`src/rtl/instruction_fetch_unit_if.sv`:
```
// Fetch-unit bus bundle: control requests from the CPU FSM, the req/ack path to
// instruction memory, and the IR / status outputs. master = fetch unit side.
interface instruction_fetch_unit_if #(
    parameter int unsigned DATA_WIDTH = 32,
    parameter int unsigned ADDR_WIDTH = 32
);
    logic                  fetch_start;
    logic                  pc_load;
    logic [ADDR_WIDTH-1:0] pc_in;
    logic                  mem_req;
    logic [ADDR_WIDTH-1:0] mem_addr;
    logic                  mem_ack;
    logic [DATA_WIDTH-1:0] mem_rdata;
    logic [DATA_WIDTH-1:0] instr_out;
    logic                  ir_write;
    logic [ADDR_WIDTH-1:0] pc_out;
    logic                  busy;
    logic                  fault;

    modport master (
        input  fetch_start, pc_load, pc_in, mem_ack, mem_rdata,
        output mem_req, mem_addr, instr_out, ir_write, pc_out, busy, fault
    );

    modport slave (
        output fetch_start, pc_load, pc_in, mem_ack, mem_rdata,
        input  mem_req, mem_addr, instr_out, ir_write, pc_out, busy, fault
    );
endinterface

```
`src/rtl/instruction_fetch_unit.sv`:
```
// Instruction fetch unit: holds the PC and fetches one word per fetch_start over req/ack.
// Latency: mem_req one cycle after fetch_start, ir_write one cycle after ack; holds mem_req until ack or timeout.
module instruction_fetch_unit #(
    parameter int unsigned DATA_WIDTH     = 32,
    parameter int unsigned ADDR_WIDTH     = 32,
    parameter logic [ADDR_WIDTH-1:0] RESET_PC = '0,
    parameter int unsigned TIMEOUT_CYCLES = 15
) (
    input  logic                       clk,
    input  logic                       rst_n,
    instruction_fetch_unit_if.master   bus
);

    localparam int unsigned TW = (TIMEOUT_CYCLES > 1) ? $clog2(TIMEOUT_CYCLES) : 1;
    localparam logic [TW-1:0] TMO_LAST = TW'((TIMEOUT_CYCLES == 0) ? 0 : TIMEOUT_CYCLES - 1);

    typedef enum logic [1:0] {
        S_IDLE    = 2'd0,
        S_REQ     = 2'd1,
        S_DELIVER = 2'd2,
        S_FAULT   = 2'd3
    } state_t;

    state_t                state_q, state_d;
    logic [ADDR_WIDTH-1:0] pc_q, pc_d;
    logic [ADDR_WIDTH-1:0] mem_addr_q, mem_addr_d;
    logic [DATA_WIDTH-1:0] instr_q, instr_d;
    logic                  mem_req_q, mem_req_d;
    logic                  ir_write_q, ir_write_d;
    logic                  busy_q, busy_d;
    logic                  fault_q, fault_d;
    logic                  pend_vld_q, pend_vld_d;
    logic [ADDR_WIDTH-1:0] pend_pc_q, pend_pc_d;
    logic [TW-1:0]         tmo_cnt_q, tmo_cnt_d;
    logic [ADDR_WIDTH-1:0] fetch_addr;

    always_comb begin
        state_d    = state_q;
        pc_d       = pc_q;
        mem_addr_d = mem_addr_q;
        instr_d    = instr_q;
        pend_vld_d = pend_vld_q;
        pend_pc_d  = pend_pc_q;
        tmo_cnt_d  = tmo_cnt_q;
        fetch_addr = bus.pc_load ? bus.pc_in : pc_q;

        case (state_q)
            S_IDLE: begin
                if (bus.pc_load) pc_d = bus.pc_in;
                if (bus.fetch_start) begin
                    if (fetch_addr[1:0] != 2'b00) begin
                        state_d = S_FAULT;
                    end else begin
                        state_d    = S_REQ;
                        mem_addr_d = fetch_addr;
                        tmo_cnt_d  = '0;
                    end
                end
            end
            S_REQ: begin
                if (bus.pc_load) begin
                    pend_vld_d = 1'b1;
                    pend_pc_d  = bus.pc_in;
                end
                if (bus.mem_ack) begin
                    instr_d = bus.mem_rdata;
                    state_d = S_DELIVER;
                end else if (TIMEOUT_CYCLES != 0) begin
                    if (tmo_cnt_q == TMO_LAST) state_d   = S_FAULT;
                    else                       tmo_cnt_d = tmo_cnt_q + 1'b1;
                end
            end
            S_DELIVER: begin
                // A load arriving in this very cycle is the newest target, so it beats the latched one.
                if (bus.pc_load)     pc_d = bus.pc_in;
                else if (pend_vld_q) pc_d = pend_pc_q;
                else                 pc_d = pc_q + ADDR_WIDTH'(4);
                pend_vld_d = 1'b0;
                state_d    = S_IDLE;
            end
            S_FAULT: begin
                if (bus.pc_load) begin
                    pc_d    = bus.pc_in;
                    state_d = S_IDLE;
                end
            end
            default: state_d = S_IDLE;
        endcase

        // Status outputs are registered copies of the next state.
        mem_req_d  = (state_d == S_REQ);
        ir_write_d = (state_d == S_DELIVER);
        busy_d     = (state_d == S_REQ) || (state_d == S_DELIVER);
        fault_d    = (state_d == S_FAULT);
    end

    always_ff @(posedge clk or negedge rst_n) begin
        if (!rst_n) begin
            state_q    <= S_IDLE;
            pc_q       <= RESET_PC;
            mem_addr_q <= '0;
            instr_q    <= '0;
            mem_req_q  <= 1'b0;
            ir_write_q <= 1'b0;
            busy_q     <= 1'b0;
            fault_q    <= 1'b0;
            pend_vld_q <= 1'b0;
            pend_pc_q  <= '0;
            tmo_cnt_q  <= '0;
        end else begin
            state_q    <= state_d;
            pc_q       <= pc_d;
            mem_addr_q <= mem_addr_d;
            instr_q    <= instr_d;
            mem_req_q  <= mem_req_d;
            ir_write_q <= ir_write_d;
            busy_q     <= busy_d;
            fault_q    <= fault_d;
            pend_vld_q <= pend_vld_d;
            pend_pc_q  <= pend_pc_d;
            tmo_cnt_q  <= tmo_cnt_d;
        end
    end

    assign bus.mem_req   = mem_req_q;
    assign bus.mem_addr  = mem_addr_q;
    assign bus.instr_out = instr_q;
    assign bus.ir_write  = ir_write_q;
    assign bus.pc_out    = pc_q;
    assign bus.busy      = busy_q;
    assign bus.fault     = fault_q;

endmodule

```
`src/flat_wrapper.sv`:
```
// flat-port wrapper written by rule: the top's interface ports become plain ports
module instruction_fetch_unit_flat 
#(
    parameter int unsigned DATA_WIDTH     = 32,
    parameter int unsigned ADDR_WIDTH     = 32,
    parameter logic [ADDR_WIDTH-1:0] RESET_PC = '0,
    parameter int unsigned TIMEOUT_CYCLES = 15
)
  (clk, rst_n, bus_fetch_start, bus_pc_load, bus_pc_in, bus_mem_ack, bus_mem_rdata, bus_mem_req, bus_mem_addr, bus_instr_out, bus_ir_write, bus_pc_out, bus_busy, bus_fault);
  instruction_fetch_unit_if #(.DATA_WIDTH(DATA_WIDTH), .ADDR_WIDTH(ADDR_WIDTH)) bus_i ();
  input  logic clk;
  input  logic rst_n;
  input wire logic [$bits(bus_i.fetch_start)-1:0] bus_fetch_start;
  input wire logic [$bits(bus_i.pc_load)-1:0] bus_pc_load;
  input wire logic [$bits(bus_i.pc_in)-1:0] bus_pc_in;
  input wire logic [$bits(bus_i.mem_ack)-1:0] bus_mem_ack;
  input wire logic [$bits(bus_i.mem_rdata)-1:0] bus_mem_rdata;
  output wire logic [$bits(bus_i.mem_req)-1:0] bus_mem_req;
  output wire logic [$bits(bus_i.mem_addr)-1:0] bus_mem_addr;
  output wire logic [$bits(bus_i.instr_out)-1:0] bus_instr_out;
  output wire logic [$bits(bus_i.ir_write)-1:0] bus_ir_write;
  output wire logic [$bits(bus_i.pc_out)-1:0] bus_pc_out;
  output wire logic [$bits(bus_i.busy)-1:0] bus_busy;
  output wire logic [$bits(bus_i.fault)-1:0] bus_fault;
  assign bus_i.fetch_start = bus_fetch_start;
  assign bus_i.pc_load = bus_pc_load;
  assign bus_i.pc_in = bus_pc_in;
  assign bus_i.mem_ack = bus_mem_ack;
  assign bus_i.mem_rdata = bus_mem_rdata;
  assign bus_mem_req = bus_i.mem_req;
  assign bus_mem_addr = bus_i.mem_addr;
  assign bus_instr_out = bus_i.instr_out;
  assign bus_ir_write = bus_i.ir_write;
  assign bus_pc_out = bus_i.pc_out;
  assign bus_busy = bus_i.busy;
  assign bus_fault = bus_i.fault;
  instruction_fetch_unit #(.DATA_WIDTH(DATA_WIDTH), .ADDR_WIDTH(ADDR_WIDTH), .RESET_PC(RESET_PC), .TIMEOUT_CYCLES(TIMEOUT_CYCLES)) u_core (.clk(clk), .rst_n(rst_n), .bus(bus_i));
endmodule
```
`config.mk`:
```
export PLATFORM = sky130hd
export DESIGN_NAME = instruction_fetch_unit_flat
export DESIGN_NICKNAME = d
export VERILOG_FILES = /design/src/rtl/instruction_fetch_unit_if.sv /design/src/rtl/instruction_fetch_unit.sv /design/src/flat_wrapper.sv
export SDC_FILE = /design/constraint.sdc
export NUM_CORES = 1
export LEC_CHECK = 0
export CAP_MARGIN = 20
export CELL_PAD_IN_SITES_DETAIL_PLACEMENT = 2
export CELL_PAD_IN_SITES_GLOBAL_PLACEMENT = 2
export CORE_ASPECT_RATIO = 1.5
export CORE_MARGIN = 10
export CORE_UTILIZATION = 34
export DETAILED_ROUTE_END_ITERATION = 10
export GPL_ROUTABILITY_DRIVEN = 0
export PLACE_DENSITY_LB_ADDON = 0.1
export SLEW_MARGIN = 15
export SYNTH_ARGS = -nofsm -noshare
export SYNTH_HDL_FRONTEND = slang
export SYNTH_SLANG_ARGS = --single-unit
```
`constraint.sdc`:
```
create_clock -name clk -period 4.8 [get_ports clk]
set_input_delay 0.72 -clock clk [delete_from_list [all_inputs] [get_ports clk]]
set_output_delay 0.72 -clock clk [all_outputs]
set_load 0.02 [all_outputs]
```
Word-level counts from Yosys, hierarchy flattened
Index checks and enable logic that the tools add are counted.

storage, ports and cells
  output and inout port bits = 100
  word-level logic and storage cells = 55
  input bits = 69
  register bits = 139

cells by class
  equality and inequality tests = 12
  reduce and logical (&&, ||, !) cells = 12
  mux-type cells = 17
  bitwise gates (word level) = 1
  add/sub/neg operators = 2

operator list
  cell                     count
  $mux W32                 3
  $pmux W32 S2             1
  $add A32 B3 Y32 const B  1
  $mux W4                  4
  $mux W2                  5
  $ne A2 B2 Y1 const B     5
  $eq A2 B2 Y1 const B     4
  $pmux W2 S4              1
  $pmux W4 S2              1
  $reduce_bool A2 Y1       4
  $reduce_and A2 Y1        3
  $reduce_and A5 Y1        1
  $add A4 B1 Y4 const B    1
  $eq A2 B1 Y1 const B     2
  $eq A4 B4 Y1 const B     1
  $reduce_and A3 Y1        1
  $logic_not A2 Y1         1
  $pmux W1 S2              1
  $reduce_or A2 Y1         1
  $logic_or A1 B1 Y1       1
  $mux W1                  1
  $not A1 Y1               1

Logic depth before layout (Yosys ltp)
Gate-level depths: netlist of the first run.

  depth in word-level cells = 7
  depth in mapped cells = 9
  depth with buffers taken out = 9

Worst setup path before layout of the first run
Ideal clock, no wire load.

  path kind = flip-flop to flip-flop
  start = register u_core.state_q[0]
  end = register u_core.pc_q[23], in the netlist u_core.bus.pc_out[23]
  path slack = 2.780 ns
  setup time = 0.138 ns
  path buffers = 3
  required time = 4.662 ns
  period minus slack after synthesis = 2.020 ns
  cell stages (with the launch flop) = 10
  data arrival time = 1.882 ns
  cells stage by stage = dfrtp_1 -> inv_1 -> ha_1 -> buf_2 -> nor2_1 -> or2_2 -> clkbuf_1 -> clkbuf_1 -> a222oi_1 -> o21ai_0

on the way
  word-level cells in the longest chain between the ends = 3
  elaborated cells on any way between the ends = 6
  those cells by class = eq/ne (2); mux (1); reduce/logical (3)

RTL lines
  item                                                line                           source
  start, declared                                     instruction_fetch_unit.sv:24   state_t state_q, state_d;
  start signal, assigned                              instruction_fetch_unit.sv:111  state_q <= state_d;
  $eq A2 B2 Y1 or $logic_not A2 Y1 (tied branches)    instruction_fetch_unit.sv:47   case (state_q)
  $reduce_or A2 Y1 (no line)                          -
  $pmux W32 S2 or $reduce_bool A2 Y1 (tied branches)  -
  end signal, assigned                                instruction_fetch_unit.sv:112  pc_q <= pc_d;
  end, declared                                       instruction_fetch_unit.sv:25   logic [ADDR_WIDTH-1:0] pc_q, pc_d;

Several ways; a longest one is shown, not always the timed one.
A chain may end at the register's enable or synchronous reset.

Worst setup path in the final report of the first run
  start = register u_core.state_q[0]
  end = register u_core.pc_q[25], in the netlist u_core.bus.pc_out[25]

Same word-level chain as after synthesis.

==> results.txt, run 1 <==
critical path required time - 5.14 ns
Mapped Cells - 607
Reg2Reg Capture Point - u_core.bus.pc_out[25]$_DFFE_PN0P_
clock tree from TritonCTS - done
Final Util - 48.1%
synth warn - 0
fin area - 0.00926 mm²
Post-DP HPWL - 17400 µm
first-pass detailed-route iteration total - 5
area grow syn2layout - 38.8%
initial DRC count - 306
commonest cells in the netlist - dfrtp_1 (139), o21ai_0 (69), mux2_2 (64)
max-cap violations - 0
mux contribution to synthesized area - 15.3%
RSZ-0062 raised after global routing - false
CORE AREA - 0.0192 mm²
setup slack, reg-to-reg - 1.78 ns
status - finished clean
largest net degree at the start of global routing - 100
most area-hungry cell type in the Yosys netlist - dfrtp_1
Synth Area in Adders - 2.25%
TritonCTS buffer count - 17
Critical Path Start Type - flop
wire per inst - 23.0 µm
worst skew pair latency - 0.43 ns
Post-CTS Setup Repair Bufs - 0
# diodes - 0
post-cts repair resize count - 0
Crit Path Category - reg2reg
compound-gate portion of the synthesized area - 14.0%
Die Footprint - 0.0257 mm²
FF-to-FF path depth - 8
placed cell area - 0.00860 mm²
Hold Slack - 0.389 ns
hold crit path type - in2async
Max Clock Freq - 331 MHz
Seq/Total Area, Yosys - 52.1%
Post-synth EDFFs - 0
crit-path max cell delay - 0.76 ns
Synthesized Nets - 688
clock sinks - 139
Buf/Inv on CP - 2
synthesized area - 0.00667 mm²
Vias/cell - 5.32
peak supply drop - 0.287 mV
CP max stage cell - nor2_1
Finished Layout Cells - 1039
period utilization - 62.9%
setup TNS - 0 ns
CP Max Fanout - 12
# DRC - 0
Final Setup Violations - 0
Routed Antenna Nets - 0
dpl cells - 1006
reg-to-reg startpoint - u_core.state_q[0]$_DFF_PN0_
max_slew headroom - 36.5%
gr ovfl total - 0
simple-gate portion of the synthesized area - 11.0%
# port buffers - 168
Bufs on Longest Clock Path - 2
Final Critical Period - 3.02 ns
Die Wd - 134 µm
Max Slew Vio Count - 0
critical path endpoint category - flop
post-synthesis register bit count - 139
initial core utilization - 34.7%
critical path, cell by cell - inv_1, ha_1, buf_4, nor2b_1, nand2b_1, nor2_1, a222oi_1, o21ai_0
vias in the first global route - 6620
Synth cell types - 52
Final nets - 851
clk_skew - 0.00736 ns
most common flop cell mapped by yosys - dfrtp_1
number of top-level pins - 169
Worst Tran Pin Value - 0.952 ns
first-pass GRT wire length - 38200 µm
XOR/XNOR share of the synthesized area - 2.49%
CP arrival - 3.36 ns
final hold vios - 0
WL final - 23900 µm
Via Count - 5527
Async SR Flop Fraction - 100%
most common cell in the netlist - dfrtp_1
height of the die - 192 µm
Clock Tree Root - clkbuf_16
initial antenna violation count - 0
gr usage total - 18.9%
H-tree depth - 4
layout cells sized above 1 - 14.6%
pwr/cell area - 714 mW/mm²
top cells by area, synth - dfrtp_1 (52%), mux2_2 (11%), o21ai_0 (5.2%)
Reg clk slew, reported paths - 0.06 ns
Syn Area/Cell - 11.0 µm²
critical path depth - 8
largest family of logic cells by synthesized area - multiplexers
Lkg Pwr - 3.91 nW
num rows - 62
cell family with most CP delay - simple AND/OR/NAND/NOR gates
number of buffers inserted by hold repair at cts - 0
share of Yosys cell area claimed by the top area cell type - 52.1%
==> registers in the layout, indices dropped and copies added (netlist names), 2 cells and up <==
register / count
u_core.bus.mem_addr: 32
u_core.bus.pc_out: 32
u_core.bus.instr_out: 32
u_core.state_q: 2
u_core.tmo_cnt_q: 4
u_core.pend_pc_q: 32
==> cells in the final DEF (no fill, tap or decap), types with 7 or more instances in the layout <==
master,count
a21oi_1,18
a222oi_1,13
buf_4,8
clkbuf_16,17
clkdlybuf4s50_1,166
dfrtp_1,139
ha_1,12
inv_1,15
mux2_2,64
mux2i_1,30
nand2_1,63
nand2b_1,7
nand3_1,14
nand4_1,8
nor2_1,26
o21ai_0,69
o22ai_1,8
xor2_1,17
==> worst max-delay path by stage <==
stage	start	to
after global placement	bus_pc_load	u_core.bus.pc_out[9]$_DFFE_PN0P_
after floorplan	u_core.state_q[0]$_DFF_PN0_	u_core.bus.pc_out[23]$_DFFE_PN0P_
final	u_core.state_q[0]$_DFF_PN0_	u_core.bus.pc_out[25]$_DFFE_PN0P_
after detailed placement	bus_pc_load	u_core.bus.pc_out[25]$_DFFE_PN0P_
after CTS	u_core.state_q[0]$_DFF_PN0_	u_core.bus.pc_out[25]$_DFFE_PN0P_
after global routing	u_core.state_q[0]$_DFF_PN0_	u_core.bus.pc_out[25]$_DFFE_PN0P_
==> logic make-up after synthesis <==
kind of cell,count (synthesis)
AOI/OAI and AO/OA,149
xor gates and xnor gates,19
buffers and inverters,47
muxes,94
and+or+nand+nor,147
adders and majority gates,12
DFF,139
==> report_power, final <==
group / total, mW / internal [mW] / leakage, nW / switching [mW]
registers: 2.28 / 1.73 / 1.71 / 0.547
logic: 2.87 / 1.34 / 1.89 / 1.53
clock network: 1.46 / 0.925 / 0.311 / 0.538
==> final cells by class <==
| cell class | instances | area [µm²] |
|---|---|---|
| multi-input cells | 421 | 3020 |
| repair buffers | 176 | 1740 |
| flip-flops and latches | 139 | 3480 |
| inverters | 15 | 56.3 |
| fillers | 2030 | 9980 |
| clock inverters | 14 | 219 |
| clock buffers | 18 | 429 |
| well taps | 256 | 320 |
==> per-layer routing <==
layer / GRT usage [%] / part of all wire (%) / vias up
li1: - / - / 2515
met1: 19.1 / 36 / 2822
met2: 35.0 / 54 / 156
met3: 6.57 / 6.9 / 34
met4: 7.05 / 2.4 / 0
met5: 0 / 0 / -
==> metrics by stage <==
| step | setup WS, ns | total power [mW] |
|---|---|---|
| 2_1_floorplan | 2.78 | 3.70 |
| 3_3_place_gp | 1.71 | 5.02 |
| 5_1_grt | 1.54 | 7.06 |
| 4_1_cts | 1.78 | 6.70 |
| 3_5_place_dp | 1.63 | 5.19 |
| 6_report | 1.78 | 6.61 |
Power figures use the tool's default switching activity.
==> run 2: changes to the inputs <==
--- a/config.mk
+++ b/config.mk
@@ -10,7 +10,7 @@
 export CELL_PAD_IN_SITES_GLOBAL_PLACEMENT = 2
 export CORE_ASPECT_RATIO = 1.5
 export CORE_MARGIN = 10
-export CORE_UTILIZATION = 34
+export CORE_UTILIZATION = 31
 export DETAILED_ROUTE_END_ITERATION = 10
 export GPL_ROUTABILITY_DRIVEN = 0
 export PLACE_DENSITY_LB_ADDON = 0.1
==> constraint.sdc (replaced) <==
create_clock -name clk -period 2.8 [get_ports clk]
set_input_delay 0.42 -clock clk [delete_from_list [all_inputs] [get_ports clk]]
set_output_delay 0.42 -clock clk [all_outputs]
set_load 0.02 [all_outputs]
==> results.txt, run 2 (synthesis results as in run 1) <==
metal3 WL - 1620 µm (-1.9%)
Comb pwr share - 46.2% (+2.8 points)
crit-path max cell delay - 0.76 ns (about the same)
Max Slew Vio Count - 0 (unchanged)
first-pass GRT wire length - 38100 µm (-0.45%)
gr ovfl total - 0 (unchanged)
Max Clock Freq - 396 MHz (+20%)
Final Critical Period - 2.53 ns (-0.493 ns)
gr usage total - 17.2% (-1.8 points)
H-tree depth - 4 (unchanged)
layout cells sized above 1 - 15.4% (+0.81 points)
area grow syn2layout - 39.0%
max-cap violations - 0 (unchanged)
clk_skew - 0.00555 ns (-0.00181 ns)
first-pass detailed-route iteration total - 5 (unchanged)
Vias/cell - 5.27 (-0.84%)
period utilization - 90.2% (+27 points)
setup TNS - 0 ns (unchanged)
RSZ-0062 raised after global routing - false
number of top-level pins - 169 (unchanged)
Final nets - 862 (+1.3%)
# port buffers - 168 (unchanged)
pre-CTS WS - 0.293 ns (-1.34 ns)
most common cell after layout, fill and taps aside - clkdlybuf4s50_1
clock power share - 19.2% (-2.9 points)
CP arrival - 2.86 ns (-0.50 ns)
Final Util - 43.9% (-4.3 points)
Seq pwr share - 34.7% (+0.2 points)
initial DRC count - 262 (-14%)
vias in the first global route - 6671 (+0.77%)
most frequent cells in the layout - clkdlybuf4s50_1 (166), dfrtp_1 (139), o21ai_0 (69), mux2_2 (64), nand2_1 (63)
height of the die - 200 µm (+4.2%)
Die Wd - 140 µm (+4.0%)
Routed Antenna Nets - 0 (unchanged)
initial antenna violation count - 0 (unchanged)
met1 wire length - 8720 µm (+0.67%)
Reg clk slew, reported paths - 0.06 ns (about the same)
Pint - 6.54 mW (+64%)
pwr/cell area - 1190 mW/mm² (+66%)
critical path endpoint category - flop
top layer in use - met4
metal2 WL - 13300 µm (+2.7%)
WL final - 24000 µm (+0.47%)
hold crit path type - reg2reg
CORE AREA - 0.0211 mm² (+9.9%)
worst skew pair latency - 0.43 ns (about the same)
Hold Slack - 0.484 ns (+0.0948 ns)
# DRC - 0 (unchanged)
Sw Share - 40.5% (+0.87 points)
Bufs on Longest Clock Path - 2 (unchanged)
max_slew headroom - 33.9% (-2.6 points)
clock tree from TritonCTS - done
clock sinks - 139 (unchanged)
peak supply drop - 0.470 mV (+64%)
wire per inst - 22.6 µm (-1.7%)
CP max stage cell - nor2_1
Crit Path Category - reg2reg
worst setup margin - 0.273 ns (-1.51 ns)
critical path required time - 3.13 ns (-2.01 ns)
largest net degree at the start of global routing - 63 (-37%)
Filler cells - 2232 (+10%)
# diodes - 0 (unchanged)
critical path, cell by cell - inv_1, ha_1, nor2b_1, nand2b_1, nor2_1, a222oi_1, o21ai_0
Post-DP HPWL - 17900 µm (+3.0%)
status - finished clean
Switching Power - 4.45 mW (+70%)
initial core utilization - 31.6% (-3.1 points)
CP Max Fanout - 12 (unchanged)
Lkg Pwr - 3.92 nW (+0.27%)
final hold vios - 0 (unchanged)
Clock Tree Root - clkbuf_16
Die Footprint - 0.0279 mm² (+8.4%)
Worst Tran Pin Value - 0.987 ns (+0.0350 ns)
Final Setup Violations - 0 (unchanged)
Via Count - 5602 (+1.4%)
TritonCTS buffer count - 17 (unchanged)
Post-CTS Setup Repair Bufs - 0 (unchanged)
Critical Path Start Type - flop
num rows - 65 (+4.8%)
-- run 2: cell count changes in the layout (fill, tap and decap cells not counted), sizes merged --
cell         change
buf             +10
bufinv           -4
clkbuf           +2
clkinv           +2
clkinvlp         +1
dlygate4sd3      +1
inv              -1
-- run 2: worst paths after layout --
path | start | end | slack, ns | cells after the start
worst max-delay path | u_core.state_q[0]$_DFF_PN0_ | u_core.bus.pc_out[25]$_DFFE_PN0P_ | 0.27 | 7
worst min-delay path | u_core.bus.mem_addr[28]$_DFFE_PN0P_ | u_core.bus.mem_addr[28]$_DFFE_PN0P_ | 0.48 | 2
worst max register to register | u_core.state_q[0]$_DFF_PN0_ | u_core.bus.pc_out[25]$_DFFE_PN0P_ | 0.27 | 7
worst min register to register | u_core.bus.mem_addr[28]$_DFFE_PN0P_ | u_core.bus.mem_addr[28]$_DFFE_PN0P_ | 0.48 | 2
max in group asynchronous | rst_n | u_core.bus.pc_out[0]$_DFFE_PN0P_ | 1.46 | 3
min in group asynchronous | rst_n | u_core.bus.mem_addr[29]$_DFFE_PN0P_ | 0.54 | 2
-- run 2: power groups by stage --
stage	registers, mW	clock network (mW)	logic [mW]
2_1_floorplan	4.45	0	1.90
3_3_place_gp	3.77	0	4.95
3_5_place_dp	3.86	0	5.14
4_1_cts	3.83	2.17	5.19
5_1_grt	3.99	2.26	5.51
6_report	3.81	2.11	5.07
-- run 2: layer usage --
layer | global-route usage, % | vias up
met1 | 16.8 | 2903
met4 | 5.37 | 0
met5 | 0 | -
li1 | - | 2538
met3 | 6.22 | 20
met2 | 32.7 | 141
-- run 2: final cells by class --
class | instances | area, µm² | share of cell area (%)
clock buffers | 20 | 437 | 4.71
inverters | 15 | 56.3 | 0.607
multi-input cells | 421 | 3020 | 32.5
clock inverters | 12 | 100 | 1.08
well taps | 268 | 335 | 3.62
flip-flops and latches | 139 | 3480 | 37.5
repair buffers | 187 | 1850 | 19.9
-- run 2: critical path, delay by kind of cell (launching register included) --
kind            cells  cell delay (ns)
flops               1             0.40
compound gates      2             0.41
fa+ha+maj           1             0.32
buf+inv             1             0.11
simple gates        3             1.17
-- run 2: metrics by stage --
step	area, µm²	total power, mW	std cells
floorplan	6670	6.35	607
global placement	8730	8.72	1029
detailed placement	8730	9.00	1029
CTS	9270	11.2	1062
global route	9270	11.7	1062
finish	9270	11.0	1062
-- run 2: repair_timing --
| item | 4_1_cts | 5_1_grt |
|---|---|---|
| hold endpoints to repair | 44 | 0 |
| hold buffers | 1 | 0 |
| resized for setup | 0 | 0 |
